### src/rtl/pc_pkg.sv
// Shared definitions for the program-counter unit: next-PC select codes and
// instruction-format constants.
package pc_pkg;

    typedef enum logic [1:0] {
        PC_SEL_SEQ,
        PC_SEL_BR,
        PC_SEL_J,
        PC_SEL_JR
    } pc_sel_e;

    localparam int unsigned INSN_BYTES   = 4;
    localparam int unsigned JUMP_HI_BITS = 4;

endpackage

### src/rtl/ras_stack.sv
// Return-address stack. It is a circular buffer, so a push into a full stack
// overwrites the oldest entry.
module ras_stack #(
    parameter int unsigned ADDR_W    = 32,
    parameter int unsigned RAS_DEPTH = 4
) (
    input  logic                           CLK,
    input  logic                           RST_N,
    input  logic                           push,
    input  logic                           pop,
    input  logic [ADDR_W-1:0]              push_data,
    output logic [ADDR_W-1:0]              top,
    output logic [$clog2(RAS_DEPTH):0]     count,
    output logic                           full,
    output logic                           empty
);

    localparam int unsigned PW = $clog2(RAS_DEPTH);
    localparam int unsigned CW = PW + 1;

    logic [ADDR_W-1:0] mem_q [RAS_DEPTH];
    logic [PW-1:0]     ptr_q, ptr_d;
    logic [CW-1:0]     count_q, count_d;
    logic              wr_en;

    assign full  = (count_q == CW'(RAS_DEPTH));
    assign empty = (count_q == '0);
    assign count = count_q;
    // ptr_q names the next free slot; the top entry sits one below it
    assign top   = empty ? '0 : mem_q[ptr_q - PW'(1)];

    always_comb begin
        ptr_d   = ptr_q;
        count_d = count_q;
        wr_en   = 1'b0;
        if (pop && !empty) begin
            ptr_d   = ptr_q - PW'(1);
            count_d = count_q - CW'(1);
        end else if (push && !pop) begin
            wr_en   = 1'b1;
            ptr_d   = ptr_q + PW'(1);
            if (!full) begin
                count_d = count_q + CW'(1);
            end
        end
    end

    always_ff @(posedge CLK or negedge RST_N) begin
        if (!RST_N) begin
            ptr_q   <= '0;
            count_q <= '0;
        end else begin
            ptr_q   <= ptr_d;
            count_q <= count_d;
        end
    end

    always_ff @(posedge CLK) begin
        if (wr_en) begin
            mem_q[ptr_q] <= push_data;
        end
    end

endmodule

### src/rtl/pc_sequencer.sv
// Program-counter unit: PC register, branch/jump/jr target selection,
// return-address stack bookkeeping, return-mismatch counter and alignment fault.
module pc_sequencer
    import pc_pkg::*;
#(
    parameter int unsigned       ADDR_W     = 32,
    parameter logic [ADDR_W-1:0] RESET_ADDR = '0,
    parameter int unsigned       RAS_DEPTH  = 4,
    parameter int unsigned       CNT_W      = 16
) (
    input  logic                          CLK,
    input  logic                          RST_N,
    input  logic                          stall,
    input  logic [ADDR_W-1:0]             imm,
    input  logic                          branch,
    input  logic                          zero,
    input  logic                          jump,
    input  logic                          jal,
    input  logic                          jr,
    input  logic                          ret,
    input  logic [ADDR_W-1:0]             rs_value,
    output logic [ADDR_W-1:0]             pc_out,
    output logic [ADDR_W-1:0]             pc_plus4,
    output logic [ADDR_W-1:0]             next_pc,
    output logic                          taken,
    output logic [$clog2(RAS_DEPTH):0]    ras_count,
    output logic [ADDR_W-1:0]             ras_top,
    output logic [CNT_W-1:0]              mismatch_cnt,
    output logic                          align_fault
);

    logic [ADDR_W-1:0] pc_q, pc_d;
    logic [CNT_W-1:0]  mismatch_q, mismatch_d;
    logic              align_q, align_d;

    logic [ADDR_W-1:0] br_target, j_target, jr_target;
    pc_sel_e           sel;
    logic              ras_push, ras_pop, ras_full, ras_empty;

    assign pc_plus4  = pc_q + ADDR_W'(INSN_BYTES);
    assign br_target = pc_plus4 + (imm << 2);
    assign j_target  = {pc_plus4[ADDR_W-1 -: JUMP_HI_BITS],
                        imm[ADDR_W-JUMP_HI_BITS-3:0], 2'b00};
    assign jr_target = {rs_value[ADDR_W-1:2], 2'b00};

    always_comb begin
        sel = PC_SEL_SEQ;
        if (jr) begin
            sel = PC_SEL_JR;
        end else if (jump || jal) begin
            sel = PC_SEL_J;
        end else if (branch && zero) begin
            sel = PC_SEL_BR;
        end
    end

    always_comb begin
        next_pc = pc_plus4;
        case (sel)
            PC_SEL_BR: next_pc = br_target;
            PC_SEL_J:  next_pc = j_target;
            PC_SEL_JR: next_pc = jr_target;
            default:   next_pc = pc_plus4;
        endcase
    end

    assign taken    = (sel != PC_SEL_SEQ);
    assign ras_push = !stall && jal && !jr;
    assign ras_pop  = !stall && jr && ret;

    ras_stack #(
        .ADDR_W    (ADDR_W),
        .RAS_DEPTH (RAS_DEPTH)
    ) u_ras (
        .CLK       (CLK),
        .RST_N     (RST_N),
        .push      (ras_push),
        .pop       (ras_pop),
        .push_data (pc_plus4),
        .top       (ras_top),
        .count     (ras_count),
        .full      (ras_full),
        .empty     (ras_empty)
    );

    always_comb begin
        pc_d       = stall ? pc_q : next_pc;
        mismatch_d = mismatch_q;
        align_d    = align_q;
        // a return with an empty stack counts as a misprediction too
        if (ras_pop && (ras_empty || ras_top != jr_target) && mismatch_q != '1) begin
            mismatch_d = mismatch_q + CNT_W'(1);
        end
        if (!stall && jr && rs_value[1:0] != 2'b00) begin
            align_d = 1'b1;
        end
    end

    always_ff @(posedge CLK or negedge RST_N) begin
        if (!RST_N) begin
            pc_q       <= RESET_ADDR;
            mismatch_q <= '0;
            align_q    <= 1'b0;
        end else begin
            pc_q       <= pc_d;
            mismatch_q <= mismatch_d;
            align_q    <= align_d;
        end
    end

    always_ff @(posedge CLK) begin
        if (RST_N) begin
            assert (!ras_full || ras_count == ($clog2(RAS_DEPTH) + 1)'(RAS_DEPTH));
        end
    end

    assign pc_out       = pc_q;
    assign mismatch_cnt = mismatch_q;
    assign align_fault  = align_q;

endmodule

### config.mk
export PLATFORM = sky130hd
export DESIGN_NAME = pc_sequencer
export DESIGN_NICKNAME = d
export VERILOG_FILES = /design/src/rtl/pc_pkg.sv /design/src/rtl/ras_stack.sv /design/src/rtl/pc_sequencer.sv
export SDC_FILE = /design/constraint.sdc
export NUM_CORES = 1
export LEC_CHECK = 0
export ABC_CLOCK_PERIOD_IN_PS = 3900
export CORE_MARGIN = 4
export CORE_UTILIZATION = 25
export CTS_CLUSTER_DIAMETER = 80
export DETAILED_ROUTE_END_ITERATION = 8
export PLACE_DENSITY_LB_ADDON = 0.08
export SKIP_LAST_GASP = 1
export SYNTH_ARGS = -nofsm -noshare
export SYNTH_HDL_FRONTEND = slang
export SYNTH_SLANG_ARGS = --single-unit
### constraint.sdc
create_clock -name CLK -period 3.9 [get_ports CLK]
set_input_delay 0.585 -clock CLK [delete_from_list [all_inputs] [get_ports CLK]]
set_output_delay 0.585 -clock CLK [all_outputs]
set_load 0.01 [all_outputs]
==> results of run 1 <==
## state kept, by name (all words and copies together) (netlist names)
register	flops
pc_out	32
u_ras.mem_q	128
u_ras.count	3
u_ras.ptr_q	2
mismatch_cnt	16
align_fault	1
## worst min path at each step
stage / cells past startpoint / endpoint / startpoint / slack [ns]
2_1_floorplan: 0 / align_fault / RST_N / 0.29
3_5_place_dp: 2 / align_fault / align_fault / 0.47
6_report: 1 / u_ras.ptr_q[1] / RST_N / 0.33
3_3_place_gp: 2 / align_fault / align_fault / 0.46
4_1_cts: 1 / mismatch_cnt[1] / RST_N / 0.38
5_1_grt: 1 / mismatch_cnt[2] / RST_N / 0.40
## cell usage after synthesis (11+ instances only)
master / instances
a21o_1: 14
a21oi_1: 44
a22oi_1: 16
a31oi_1: 11
and2_1: 32
and3_1: 15
clkbuf_1: 31
dfrtp_1: 54
edfxtp_1: 128
ha_1: 41
inv_1: 38
mux2_2: 27
mux2i_1: 14
mux4_2: 23
nand2_1: 60
nand3_1: 29
nand4_1: 19
nor2_1: 85
nor3_1: 11
o21a_1: 11
o21ai_0: 44
o31ai_1: 11
xnor2_1: 45
xor2_1: 27
## cell families (layout without fill, tap and decap cells)
family | after synthesis | after routing | synth area share [%]
multiplexers | 72 | 72 | 10.4
buffers and inverters | 84 | 583 | 3.33
adder cells (fa/ha/maj) | 43 | 43 | 5.06
XOR/XNOR | 72 | 72 | 5.77
AO/OA/AOI/OAI | 231 | 231 | 14.4
flip-flops | 182 | 182 | 47.5
AND/OR/NAND/NOR | 291 | 291 | 13.5
## layout make-up
class / instances / area, µm² / share of cell area [%]
clock buffers: 19 / 475 / 2.69
clock inverters: 13 / 164 / 0.926
inverters: 39 / 146 / 0.827
multi-input cells: 709 / 6530 / 36.9
flip-flops and latches: 182 / 5200 / 29.4
well taps: 585 / 732 / 4.14
repair buffers: 512 / 4450 / 25.1
## power by group
| group | internal [mW] | switching (mW) | leakage, nW |
|---|---|---|---|
| combinational | 2.92 | 2.85 | 4.87 |
| sequential | 2.30 | 0.141 | 1.85 |
| clock | 0.952 | 0.916 | 0.314 |
## stage by stage
step / power, mW / instance area (µm²) / setup slack [ns]
finish: 10.1 / 17700 / -0.785
global route: 10.7 / 17700 / -1.03
CTS: 10.0 / 17200 / -0.835
detailed placement: 7.78 / 15600 / -0.977
global placement: 7.77 / 15600 / -0.982
floorplan: 5.15 / 11100 / -0.134
## critical path: cells and delay by family, from the launching register on
kind            cells  cell delay, ns
simple gates        6            1.15
compound gates      5            0.87
buf+inv             4            0.55
fa+ha+maj           2            0.48
flops               1            0.38
xor+xnor            1            0.21
## timing repair
item                       CTS  global route
setup buffers               40            23
pin swaps                   80            70
resized for setup          245            71
setup endpoints to repair   31            36
hold buffers                 0             0
## metal layers
metal / vias up / wire, µm / track usage, %
li1: 4687 / - / -
met2: 267 / 23100 / 33.1
met3: 41 / 2380 / 4.31
met4: 2 / 661 / 4.11
met5: - / 13 / 0
met1: 4991 / 21000 / 26.1
==> out/metrics.csv, run 1 <==
stage;metric;value;unit
outcome;status;complete, but fails checks;
outcome;failed_checks;negative setup slack;
sta;hold_viol;0;
die;ios;222;
synth;ys_warn_count;0;
worst_setup_path;critical-path-slowest-cell;or4_1;
worst_setup_path;critPathCapture;next_pc[28];
synth;yosysSeqAreaShare;47.5;%
sta;finalCriticalPeriod;4.69;ns
layout;syn_to_final_growth;62.0;%
layout;layout-drive-gt1-share;38.8;%
clock_network;cts.clk_slew.worst_paths;0.09;ns
sta;tightest_slew;1.08;ns
synth;synth_top_area_share;35.2;%
routing;drtIter0Drc;624;
layout;mostFrequentLayoutCells;buf_4 (264), clkdlybuf4s50_1 (190), edfxtp_1 (128);
layout;fin_util;41.0;%
die;core_area;0.0432;mm²
synth;synth_cells;975;
layout;stdcell_count;2059;
power_and_ir_drop;power_leakage;7.03;nW
synth;yosysUniqueCellTypes;76;
layout;final_nets;1577;
clock_network;clock_latency;0.46;ns
die;start_util;25.3;%
worst_setup_path;crit_chain;ha_2 -> and2_4 -> buf_4 -> buf_6 -> nand4_1 -> xnor2_2 -> ha_4 -> and3_4 -> o21a_1 -> o31ai_4 -> nor4bb_4 -> o21ai_4 -> a31oi_4 -> buf_6 -> o311a_1 -> or4_1 -> nand3_2 -> clkdlybuf4s15_2;
sta;finalSetupViolCount;23;
synth;synth-edff-count;128;
sta;max_slew_margin;28.0;%
power_and_ir_drop;cellPowerDensity;569;mW/mm²
worst_setup_path;path_class;reg -> out;
sta;fin_ws;-0.785;ns
die;die_w;217;µm
run;drv_cap;0;
worst_setup_path;rrSetupSlack;0.09;ns
place;routabilityCongestion;0.866;
synth;synthFlopType;edfxtp_1;
worst_setup_path;r2r_start;pc_out[3];
worst_setup_path;startpoint_type;flop;
die;die_height;217;µm
worst_setup_path;cp_data_arrival_time;4.10;ns
place;dpl.hpwl;36700;µm
worst_setup_path;path_max_fanout;3;
place;port_buffers;219;
routing;vias_per_cell;4.85;
synth;ys_seq_elements;182;
global_route;grt_overflow;0;
routing;route.detailed.drc;0;
sta;rsz0062_at_grt;true;
layout;fillers;4225;
place;place_inst;1972;
routing;wl;47200;µm
routing;drtAntennaViolNets;0;
sta;slew_viol_final;0;
worst_setup_path;crit_start;pc_out[3];
global_route;grt_max_degree;44;
sta;max_freq;213;MHz
die;die-area;0.0471;mm²
layout;n_antenna_cell;0;
global_route;grt_pass1_vias;10300;
clock_network;cts_buffers;17;
synth;syn-num-nets;1091;
layout;layout_commonest_cell;buf_4;
worst_setup_path;cp-end-kind;output pin;
routing;routedWlPerCell;22.9;µm
clock_network;ctsRootBufferMaster;clkbuf_16;
worst_setup_path;cpPeakStageDelay;0.42;ns
clock_network;cts.sinks;182;
clock_network;clk_path_buf_depth;2;
clock_network;cts_tree;yes;
global_route;grtUsageTotal;19.7;%
sta;fin_crit_sh;120;%
synth;syn_area;0.0109;mm²
global_route;grt_antenna_before_repair;1;
power_and_ir_drop;ir_drop;0.000310;V
synth;synth.area.top_cells;edfxtp_1 (35%), dfrtp_1 (12%), mux4_2 (4.7%);
sta;tns;-10.95;ns
global_route;grt_pass1_wl;67900;µm
sta;skew;0.0182;ns
hold_path;min_path_type;in -> async;
synth;synth_area_per_cell;11.2;µm²
clock_network;htree_levels;4;
worst_setup_path;worstRegToRegCells;17;
sta;holdWs;0.333;ns
synth;yosysTopAreaCell;edfxtp_1;
worst_setup_path;timing.rr.end;pc_out[31];
die;row_count;76;
worst_setup_path;cp.required;3.31;ns
routing;vias;9988;
routing;drt-pass1-iter-count;5;
worst_setup_path;cpMostUsedCell;buf_6;
synth;ys_async_sr_fraction;29.7;%
Power figures use the tool's default switching activity.
==> run 2, diff against run 1 <==
--- a/config.mk
+++ b/config.mk
@@ -10,3 +10,3 @@
 export CORE_UTILIZATION = 25
-export CTS_CLUSTER_DIAMETER = 80
+export CTS_CLUSTER_DIAMETER = 40
 export DETAILED_ROUTE_END_ITERATION = 8
--- a/constraint.sdc
+++ b/constraint.sdc
@@ -3,2 +3,2 @@
 set_output_delay 0.585 -clock CLK [all_outputs]
-set_load 0.01 [all_outputs]
+set_load 0.05 [all_outputs]
==> out/metrics.csv, run 2 (synthesis gave the netlist of run 1 again) <==
stage;metric;value;unit;change
outcome;status;complete, but fails checks;;
outcome;failed_checks;negative setup slack;;
sta;skew;0.0199;ns;+0.00178 ns
place;port_buffers;219;;unchanged
worst_setup_path;startpoint_type;flop;;
sta;max_freq;214;MHz;+0.41%
routing;route.detailed.drc;0;;unchanged
worst_setup_path;rrSetupSlack;0.08;ns;about the same
clock_network;clock_latency;0.47;ns;about the same
power_and_ir_drop;ir_drop;0.000477;V;+54%
routing;vias;9924;;-0.64%
place;place_ws;-0.614;ns;+0.362 ns
worst_setup_path;critical-path-slowest-cell;dfrtp_2;;
worst_setup_path;critPathCapture;next_pc[26];;
layout;final_nets;1550;;-1.7%
power_and_ir_drop;power_frac_seq;20.1;%;-4.1 points
clock_network;clk_path_buf_depth;2;;unchanged
global_route;grt_pass1_vias;10100;;-2.0%
clock_network;cts.clk_slew.worst_paths;0.09;ns;about the same
die;row_count;76;;unchanged
routing;drt-pass1-iter-count;5;;unchanged
global_route;grtUsageTotal;19.8;%;+0.19 points
place;dpl.hpwl;37000;µm;+0.75%
sta;max_slew_margin;53.1;%;+25 points
worst_setup_path;cp-end-kind;output pin;;
global_route;grt_max_degree;32;;-27%
sta;finalCriticalPeriod;4.67;ns;-0.0191 ns
power_and_ir_drop;p_sw_share;45.2;%;+6.4 points
clock_network;ctsRootBufferMaster;clkbuf_16;;
power_and_ir_drop;cellPowerDensity;670;mW/mm²;+18%
worst_setup_path;path_class;reg -> out;;
power_and_ir_drop;clockPowerShare;15.1;%;-3.4 points
sta;fin_ws;-0.766;ns;+0.0191 ns
worst_setup_path;path_max_fanout;3;;unchanged
layout;layout-drive-gt1-share;43.0;%;+4.2 points
sta;hold_viol;0;;unchanged
worst_setup_path;r2r_start;pc_out[2];;
layout;regMostFlops;u_ras.mem_q;;
layout;largest_register_ff_count;128;;unchanged
power_and_ir_drop;power_leakage;7.18;nW;+2.2%
worst_setup_path;worstPathBufferInverterCount;6;;+2
worst_setup_path;cpPeakStageDelay;0.43;ns;about the same
sta;fin_crit_sh;120;%;-0.49 points
clock_network;cts_tree;yes;;
worst_setup_path;crit_cells;18;;unchanged
layout;fillers;4193;;-0.76%
clock_network;cts_hold_buf;0;;unchanged
clock_network;cts_buffers;17;;unchanged
layout;mostFrequentLayoutCells;buf_4 (265), clkdlybuf4s50_1 (144), edfxtp_1 (128);;
worst_setup_path;worstRegToRegCells;21;;+4
global_route;grt_antenna_before_repair;2;;+1
sta;tightest_slew;0.704;ns;-0.377 ns
sta;finalSetupViolCount;23;;unchanged
worst_setup_path;crit_start;pc_out[2];;
hold_path;min_path_type;in -> async;;
place;routabilityCongestion;0.868;;+0.34%
die;core_area;0.0432;mm²;unchanged
clock_network;cts.sinks;182;;unchanged
worst_setup_path;cp.required;3.31;ns;about the same
run;drv_cap;0;;unchanged
die;die-area;0.0471;mm²;unchanged
die;ios;222;;unchanged
die;die_height;217;µm;unchanged
sta;slew_viol_final;0;;unchanged
die;die_w;217;µm;unchanged
power_and_ir_drop;p_switching;5.50;mW;+41%
worst_setup_path;critPathTopFamily;compound AO/OA/AOI/OAI gates;;
sta;rsz0062_at_grt;true;;
die;start_util;25.3;%;unchanged
layout;layout_commonest_cell;buf_4;;
routing;vias_per_cell;4.88;;+0.63%
routing;drtAntennaViolNets;0;;unchanged
routing;drtIter0Drc;705;;+13%
worst_setup_path;timing.rr.end;pc_out[29];;
routing;wl;47500;µm;+0.70%
power_and_ir_drop;fin_total_pwr;12.2;mW;+21%
worst_setup_path;cp_data_arrival_time;4.08;ns;-0.02 ns
global_route;grt_overflow;0;;unchanged
power_and_ir_drop;pwr-share-comb;64.8;%;+7.6 points
worst_setup_path;crit_chain;ha_4 -> buf_4 -> buf_6 -> xnor2_4 -> inv_2 -> ha_4 -> nor2b_4 -> o31a_1 -> o31ai_4 -> nor4bb_4 -> o21ai_2 -> a211oi_2 -> buf_4 -> buf_6 -> o21bai_1 -> xnor2_1 -> o21ai_2 -> buf_12;;
layout;syn_to_final_growth;66.4;%;
routing;routedWlPerCell;23.4;µm;+2.0%
global_route;grt_pass1_wl;68500;µm;+0.85%
power_and_ir_drop;internal_power;6.68;mW;+8.2%
clock_network;htree_levels;4;;unchanged
[run 2: cell count changes in the layout (fill, tap and decap cells not counted), sizes merged]
cell / change
clkinv: +2
clkbuf: -3
bufinv: +2
inv: -3
clkdlybuf4s15: -1
dlymetal6s2s: -3
buf: +24
diode: +1
clkdlybuf4s50: -46
clkinvlp: +1
[run 2: metal layers]
layer | wire length [µm] | track usage (%) | up-vias | part of all wire (%)
li1 | - | - | 4625 | -
met1 | 21500 | 27.2 | 4961 | 45
met2 | 22400 | 31.9 | 285 | 47
met3 | 2790 | 4.58 | 51 | 5.9
met4 | 819 | 4.83 | 2 | 1.7
met5 | 20 | 0 | - | 0.042
[run 2: worst min path at each step]
| stage | depth (start not counted) | end | from | slack (ns) |
|---|---|---|---|---|
| 2_1_floorplan | 0 | align_fault | RST_N | 0.29 |
| 3_3_place_gp | 2 | align_fault | align_fault | 0.47 |
| 3_5_place_dp | 2 | align_fault | align_fault | 0.48 |
| 4_1_cts | 1 | pc_out[30] | RST_N | 0.17 |
| 5_1_grt | 1 | pc_out[30] | RST_N | 0.17 |
| 6_report | 1 | pc_out[30] | RST_N | 0.16 |
[run 2: power by group through the flow]
stage                     clock (mW)  combinational, mW  sequential (mW)
final                           1.84               7.90             2.45
after detailed placement           0               7.51             2.49
after global placement             0               7.50             2.48
after CTS                       1.89               7.76             2.45
after floorplan                    0               3.92             2.82
after global routing            1.97               8.33             2.47
[run 2: through the flow]
stage                     hold slack, ns  instances  cell area (µm²)  setup TNS (ns)  utilization (%)
after floorplan                    0.289        975            11500          -11.34                -
after global routing               0.171       2032            18200          -15.55             42.1
final                              0.161       2033            18200          -12.14             42.1
after global placement             0.467       1954            16300           -7.15             37.7
after detailed placement           0.481       1954            16300           -7.14             37.7
after CTS                          0.173       2006            17500          -10.31             40.6
[run 2: what timing repair did]
item                                    CTS  global route
buffers inserted                         20            27
pin swaps                                45            66
endpoints found under the setup margin   24            26
resized for setup                       109            77
cloned                                    0             0
[run 2: cell type report]
class | instances | area (µm²) | share of cell area (%)
Tap cell | 585 | 732 | 4.03
Sequential cell | 182 | 5210 | 28.7
Clock inverter | 15 | 193 | 1.06
Timing Repair Buffer | 485 | 4700 | 25.9
Inverter | 39 | 149 | 0.819
Clock buffer | 17 | 425 | 2.34
Multi-Input combinational cell | 709 | 6770 | 37.2
Antenna cell | 1 | 2.50 | 0.0138
